[config.mk]
export PLATFORM = sky130hd
export DESIGN_NAME = uart_rx_unit_flat
export DESIGN_NICKNAME = d
export VERILOG_FILES = /design/src/rtl/uart_rx_unit_pkg.sv /design/src/rtl/uart_rx_unit_if.sv /design/src/rtl/uart_rx_unit_baud_tick_gen.sv /design/src/rtl/uart_rx_unit.sv /design/src/flat_wrapper.sv
export SDC_FILE = /design/constraint.sdc
export NUM_CORES = 1
export LEC_CHECK = 0
export CAP_MARGIN = 20
export CORE_MARGIN = 2
export CORE_UTILIZATION = 50
export CTS_BUF_LIST = sky130_fd_sc_hd__clkbuf_4 sky130_fd_sc_hd__clkbuf_8
export DETAILED_ROUTE_END_ITERATION = 8
export GPL_TIMING_DRIVEN = 0
export PLACE_DENSITY = 0.73
export SYNTH_ARGS = -nofsm -noshare
export SYNTH_HDL_FRONTEND = slang
export SYNTH_HIERARCHICAL = 1
export SYNTH_SLANG_ARGS = --single-unit
export TNS_END_PERCENT = 1
[constraint.sdc]
create_clock -name i_clock -period 2.22 [get_ports i_clock]
set_clock_uncertainty 0.05 [all_clocks]
set_input_delay 0.333 -clock i_clock [delete_from_list [all_inputs] [get_ports i_clock]]
set_output_delay 0.333 -clock i_clock [all_outputs]
set_load 0.05 [all_outputs]
[src/rtl/uart_rx_unit_pkg.sv]
// Shared UART constants, receiver FSM encoding and the baud divisor helper.
// Used by the RX path, the TX path and the debug unit so frame geometry stays consistent.
package uart_rx_unit_pkg;

  localparam int UART_NB_DATA    = 8;
  localparam int UART_OVERSAMPLE = 16;

  typedef enum logic [1:0] {
    ST_IDLE  = 2'd0,
    ST_START = 2'd1,
    ST_DATA  = 2'd2,
    ST_STOP  = 2'd3
  } uart_state_t;

  // Rounded clk/(baud*oversample), never below 1 so the tick generator always advances.
  function automatic int baud_div(input longint clk_freq, input longint baud, input longint os);
    longint d;
    d = (clk_freq + (baud * os) / 2) / (baud * os);
    return (d < 1) ? 1 : int'(d);
  endfunction

endpackage

[src/rtl/uart_rx_unit_if.sv]
// Serial line in, received byte plus done/frame-error strobes and busy out.
// master = receiver side, slave = consumer side (debug unit / bench).
interface uart_rx_unit_if #(
  parameter int NB_DATA = 8
);
  logic               i_rx;
  logic [NB_DATA-1:0] o_rx_data;
  logic               o_rx_done;
  logic               o_frame_error;
  logic               o_busy;

  modport master (input i_rx, output o_rx_data, o_rx_done, o_frame_error, o_busy);
  modport slave  (output i_rx, input o_rx_data, o_rx_done, o_frame_error, o_busy);
endinterface

[src/rtl/uart_rx_unit_baud_tick_gen.sv]
// Free-running oversample tick: one-cycle pulse every DIV clocks, no backpressure.
// Counter runs 0..DIV-1 and the tick is decoded from the terminal count.
module baud_tick_gen
  import uart_rx_unit_pkg::*;
#(
  parameter int CLK_FREQ   = 100_000_000,
  parameter int BAUD_RATE  = 9600,
  parameter int OVERSAMPLE = UART_OVERSAMPLE
) (
  input  logic i_clock,
  input  logic i_reset,
  output logic o_tick
);

  localparam int DIV = baud_div(CLK_FREQ, BAUD_RATE, OVERSAMPLE);
  localparam int CW  = (DIV > 1) ? $clog2(DIV) : 1;

  logic [CW-1:0] r_cnt;
  logic          w_wrap;

  assign w_wrap = (r_cnt == CW'(DIV - 1));

  always_ff @(posedge i_clock or negedge i_reset) begin
    if (!i_reset) begin
      r_cnt <= '0;
    end else if (w_wrap) begin
      r_cnt <= '0;
    end else begin
      r_cnt <= r_cnt + CW'(1);
    end
  end

  assign o_tick = w_wrap;

endmodule

[src/rtl/uart_rx_unit.sv]
// 8N1 UART receiver, 16x oversampled; byte + done pulse at mid stop bit (~9.5 bit times after start edge).
// No backpressure: strobes are single-cycle and the consumer must take them when they fire.
module uart_rx_unit
  import uart_rx_unit_pkg::*;
#(
  parameter int CLK_FREQ   = 100_000_000,
  parameter int BAUD_RATE  = 9600,
  parameter int NB_DATA    = UART_NB_DATA,
  parameter int SB_TICK    = 16,
  parameter int OVERSAMPLE = UART_OVERSAMPLE
) (
  input  logic           i_clock,
  input  logic           i_reset,
  uart_rx_unit_if.master rx_if
);

  localparam int NW = (NB_DATA > 1) ? $clog2(NB_DATA) : 1;

  uart_state_t        r_state, w_state_nxt;
  logic [3:0]         r_s_cnt, w_s_cnt_nxt;
  logic [NW-1:0]      r_n_cnt, w_n_cnt_nxt;
  logic [NB_DATA-1:0] r_shreg, w_shreg_nxt;
  logic [NB_DATA-1:0] r_data, w_data_nxt;
  logic               r_done, w_done_nxt;
  logic               r_ferr, w_ferr_nxt;
  logic               r_sync1, r_rx_s;
  logic               w_tick;

  baud_tick_gen #(
    .CLK_FREQ  (CLK_FREQ),
    .BAUD_RATE (BAUD_RATE),
    .OVERSAMPLE(OVERSAMPLE)
  ) u_tick (
    .i_clock(i_clock),
    .i_reset(i_reset),
    .o_tick (w_tick)
  );

  // Synchronizer resets to 1 so a reset never looks like a start edge.
  always_ff @(posedge i_clock or negedge i_reset) begin
    if (!i_reset) begin
      r_sync1 <= 1'b1;
      r_rx_s  <= 1'b1;
    end else begin
      r_sync1 <= rx_if.i_rx;
      r_rx_s  <= r_sync1;
    end
  end

  always_ff @(posedge i_clock or negedge i_reset) begin
    if (!i_reset) begin
      r_state <= ST_IDLE;
      r_s_cnt <= '0;
      r_n_cnt <= '0;
      r_shreg <= '0;
      r_data  <= '0;
      r_done  <= 1'b0;
      r_ferr  <= 1'b0;
    end else begin
      r_state <= w_state_nxt;
      r_s_cnt <= w_s_cnt_nxt;
      r_n_cnt <= w_n_cnt_nxt;
      r_shreg <= w_shreg_nxt;
      r_data  <= w_data_nxt;
      r_done  <= w_done_nxt;
      r_ferr  <= w_ferr_nxt;
    end
  end

  always_comb begin
    w_state_nxt = r_state;
    w_s_cnt_nxt = r_s_cnt;
    w_n_cnt_nxt = r_n_cnt;
    w_shreg_nxt = r_shreg;
    w_data_nxt  = r_data;
    w_done_nxt  = 1'b0;
    w_ferr_nxt  = 1'b0;
    unique case (r_state)
      ST_IDLE: begin
        if (!r_rx_s) begin
          w_state_nxt = ST_START;
          w_s_cnt_nxt = '0;
        end
      end
      ST_START: begin
        if (w_tick) begin
          if (r_s_cnt == 4'(OVERSAMPLE / 2 - 1)) begin
            // A high line at mid start bit is treated as a glitch.
            if (!r_rx_s) begin
              w_state_nxt = ST_DATA;
              w_s_cnt_nxt = '0;
              w_n_cnt_nxt = '0;
            end else begin
              w_state_nxt = ST_IDLE;
            end
          end else begin
            w_s_cnt_nxt = r_s_cnt + 4'd1;
          end
        end
      end
      ST_DATA: begin
        if (w_tick) begin
          if (r_s_cnt == 4'(OVERSAMPLE - 1)) begin
            w_shreg_nxt = {r_rx_s, r_shreg[NB_DATA-1:1]};
            w_s_cnt_nxt = '0;
            if (r_n_cnt == NW'(NB_DATA - 1)) begin
              w_state_nxt = ST_STOP;
            end else begin
              w_n_cnt_nxt = r_n_cnt + NW'(1);
            end
          end else begin
            w_s_cnt_nxt = r_s_cnt + 4'd1;
          end
        end
      end
      ST_STOP: begin
        if (w_tick) begin
          if (r_s_cnt == 4'(SB_TICK - 1)) begin
            w_state_nxt = ST_IDLE;
            if (r_rx_s) begin
              w_data_nxt = r_shreg;
              w_done_nxt = 1'b1;
            end else begin
              w_ferr_nxt = 1'b1;
            end
          end else begin
            w_s_cnt_nxt = r_s_cnt + 4'd1;
          end
        end
      end
      default: w_state_nxt = ST_IDLE;
    endcase
  end

  assign rx_if.o_rx_data     = r_data;
  assign rx_if.o_rx_done     = r_done;
  assign rx_if.o_frame_error = r_ferr;
  assign rx_if.o_busy        = (r_state != ST_IDLE);

endmodule
[src/flat_wrapper.sv]
// flat-port wrapper written by rule: the top's interface ports become plain ports
module uart_rx_unit_flat import uart_rx_unit_pkg::*;
#(
  parameter int CLK_FREQ   = 100_000_000,
  parameter int BAUD_RATE  = 9600,
  parameter int NB_DATA    = UART_NB_DATA,
  parameter int SB_TICK    = 16,
  parameter int OVERSAMPLE = UART_OVERSAMPLE
)
  (i_clock, i_reset, rx_if_i_rx, rx_if_o_rx_data, rx_if_o_rx_done, rx_if_o_frame_error, rx_if_o_busy);
  uart_rx_unit_if #(.NB_DATA(NB_DATA)) rx_if_i ();
  input  logic i_clock;
  input  logic i_reset;
  input wire logic [$bits(rx_if_i.i_rx)-1:0] rx_if_i_rx;
  output wire logic [$bits(rx_if_i.o_rx_data)-1:0] rx_if_o_rx_data;
  output wire logic [$bits(rx_if_i.o_rx_done)-1:0] rx_if_o_rx_done;
  output wire logic [$bits(rx_if_i.o_frame_error)-1:0] rx_if_o_frame_error;
  output wire logic [$bits(rx_if_i.o_busy)-1:0] rx_if_o_busy;
  assign rx_if_i.i_rx = rx_if_i_rx;
  assign rx_if_o_rx_data = rx_if_i.o_rx_data;
  assign rx_if_o_rx_done = rx_if_i.o_rx_done;
  assign rx_if_o_frame_error = rx_if_i.o_frame_error;
  assign rx_if_o_busy = rx_if_i.o_busy;
  uart_rx_unit #(.CLK_FREQ(CLK_FREQ), .BAUD_RATE(BAUD_RATE), .NB_DATA(NB_DATA), .SB_TICK(SB_TICK), .OVERSAMPLE(OVERSAMPLE)) u_core (.i_clock(i_clock), .i_reset(i_reset), .rx_if(rx_if_i));
endmodule
==> reports/qor.yml <==
design_power_total_mw: 1.27
total_wirelength_mm: 3.36
fin_area_um2: 2220
number_of_vias_per_cell: 5.54
dr_total_vias: 1246
seq_area_frac_synth_pct: 52.8
period_share_pct: 102
rsz0062_at_grt: "true"
maxSlewViolCount: 0
globalRouteTotalUtil_pct: 18.3
mapped_avg_cell_area_um2: 12.4
max_freq_mhz: 440
hold_class: "in -> async"
wp_data_required_ps: 2350
detail_route.wl_per_cell_um: 14.9
core-area_um2: 3610
route.detailed.drc: 0
finalWeightedCongestion: 0.842
count_of_h_tree_levels_built_during_cts: 2
layoutNonFillerInstCount: 225
worstPathMaxFanout: 9
area.growth.synth_to_final_pct: 19.7
die_x_um: 64.9
post_synth_num_cell_types: 46
ctsRootBufferMaster: "clkbuf_8"
synth_fp_nets: 158
preCtsSetupSlack_ps: -416
hold_buffers: 0
syn_inst: 150
async_flop_share_pct: 100
fp.dieArea_um2: 4210
violations_in_the_final_reports: "negative setup slack"
finalCriticalPeriod_ps: 2270
static-leakage-power_nw: 1.01
synth_enable_flop_cells: 0
run_status: "finished, violations left"
detailedRoute.firstPassIterationCount: 4
io_pins: 14
cts_made_buffers: 5
first_global_vias: 1206
synth_ff_type: "dfrtp_1"
ant_diodes: 0
clk_latency_ps: 290
relSlewSlack_pct: 45.0
final_setup_violation_count: 8
finalHoldWorstSlack_ps: 81.5
grt_start_max_net_pins: 40
detailedRoute.firstIterationViolations: 105
synth_area_um2: 1850
max_cap_viol_count: 0
worstSetupStartpointType: "register"
cts_sinks: 39
netlist.top_cell.by_area: "dfrtp_1"
ys_seq_elements: 39
timing.setup.critical_path_class: "reg -> reg"
ys_top_cells_by_area: "dfrtp_1 (50%), mux2_4 (6.5%), mux2_2 (5.5%)"
net_count_reported_at_finish: 184
die_height_um: 64.9
vdd.ir_drop.worst_mv: 0.415
tightestPinTransition_ps: 825
cts_tree: "built"
final-hold-violation-count: 0
r2r.worst_path.cells: 9
grt_pass1_wl_mm: 5.70
place_hpwl_mm: 2.27
grt_overflow: 0
cp.arrival_ps: 2400
floorplan.rows: 22
worstSetupEndpointType: "register"
clk_pin_slew_worst_paths_ps: 70
synth_largest_type_area_fraction_pct: 50.0
initial_utilization_pct: 51.4
placement.io_buffers: 13
p_per_area_nw_per_um2: 572
dpl-instance-area_um2: 2040
number_of_antenna_violations_at_the_first_check_in_global_routing: 0
ant_nets: 0
layout-drive-gt1-share_pct: 29.9
ys.warnings.count: 6
clk_path_buf_depth: 2
dpl.cell_count: 211
worst_slack_ps: -51.4
[cells by family after synthesis]
family	after synthesis	synth area share (%)
xor+xnor	7	3.31
mux	20	13.6
simple gates	46	15.1
compound gates	20	8.44
flops	39	52.8
buf+inv	13	3.38
fa+ha+maj	5	3.38
[report_power, final]
group	internal [mW]	leakage (nW)	switching, mW	total, mW
clock	0.283	0.0505	0.254	0.536
sequential	0.713	0.518	0.00278	0.716
combinational	0.00230	0.444	0.0138	0.0161
[layout by cell type, fill, tap and decap left out, types with 2 or more instances in the layout]
cell type	synthesis	routed
ha_1	5	5
clkbuf_8	0	7
nand4_1	2	2
a21oi_1	4	4
dfrtp_1	37	37
or3_1	2	2
mux2i_1	3	3
buf_2	2	3
inv_1	9	9
mux2_2	9	9
a22o_1	2	2
nor2_1	8	8
mux2_4	8	8
xnor2_1	6	6
dfstp_2	2	2
nand2_1	12	12
nand3_1	6	6
o21ai_0	2	2
nor3_1	2	2
buf_4	1	7
clkdlybuf4s50_1	0	11
[metal layers]
metal	routed length [um]	up-vias	GRT usage (%)	part of all wire [%]
met5	0	-	0	0
met4	52	0	9.04	1.5
met3	176	6	5.90	5.2
met2	1650	40	30.2	49
met1	1480	615	21.3	44
li1	-	585	-	-
[layout make-up]
type	count	area (um^2)
Fill cell	272	1390
Clock buffer	7	96.3
Buffer	4	28.8
Timing Repair Buffer	19	169
Inverter	9	33.8
Clock inverter	1	7.51
Multi-Input combinational cell	98	845
Sequential cell	39	978
Tap cell	48	60.1
[flip-flops by register name (all words and copies together), names as in the netlist, named ones only]
name and count:
u_core/r_n_cnt 3, u_core/r_rx_s 1, u_core/r_s_cnt 4, u_core/r_shreg 8
u_core/r_state 1, u_core/r_sync1 1, u_core/rx_if.o_frame_error 1, u_core/rx_if.o_rx_data 8
u_core/rx_if.o_rx_done 1, u_core/u_tick/r_cnt 10
[cells in the mapped netlist (2+ instances only)]
master / instances
a22o_1: 2
nand4_1: 2
nor2_1: 8
nand3_1: 6
buf_2: 2
inv_1: 9
xnor2_1: 6
ha_1: 5
o21ai_0: 2
o221ai_1: 2
or3_1: 2
mux2_2: 9
dfrtp_1: 37
mux2_4: 8
dfstp_2: 2
nor3_1: 2
mux2i_1: 3
a21oi_1: 4
nand2_1: 12
[critical path, stage by stage (launching register included)]
cell and delay (ps):
dfrtp_1 380, inv_1 60, ha_1 130, or3b_4 390, nor4_4 160, buf_4 200, nand4_1 110, or2_1 230
buf_6 150, mux2_4 300
[metrics by stage]
step	utilization, %	TNS [ps]
2_1_floorplan	-	-1130
3_3_place_gp	56.7	-8960
3_5_place_dp	56.6	-7570
4_1_cts	61.2	-1160
5_1_grt	61.5	-1300
6_report	61.5	-357
[path summary, 6_finish.rpt]
path / start / to / slack, ps
setup / recovery: u_core/u_tick/r_cnt[0] / u_core/rx_if.o_rx_data[7] / -50
setup reg to reg: u_core/u_tick/r_cnt[0] / u_core/rx_if.o_rx_data[7] / -50
min in group i_clock: u_core/r_sync1 / u_core/r_rx_s / 310
max in group asynchronous: i_reset / u_core/r_n_cnt[1] / 1520
hold / removal: i_reset / u_core/u_tick/r_cnt[4] / 80
hold reg to reg: u_core/r_sync1 / u_core/r_rx_s / 310
[what timing repair did]
item | in CTS | in global routing
setup buffers | 6 | 0
resized for setup | 3 | 1
cloned | 0 | 0
endpoints found under the hold margin | 0 | 0
pin swaps | 1 | 2
endpoints found under the setup margin | 27 | 15
No activity file was read; power rests on OpenSTA's default activity.
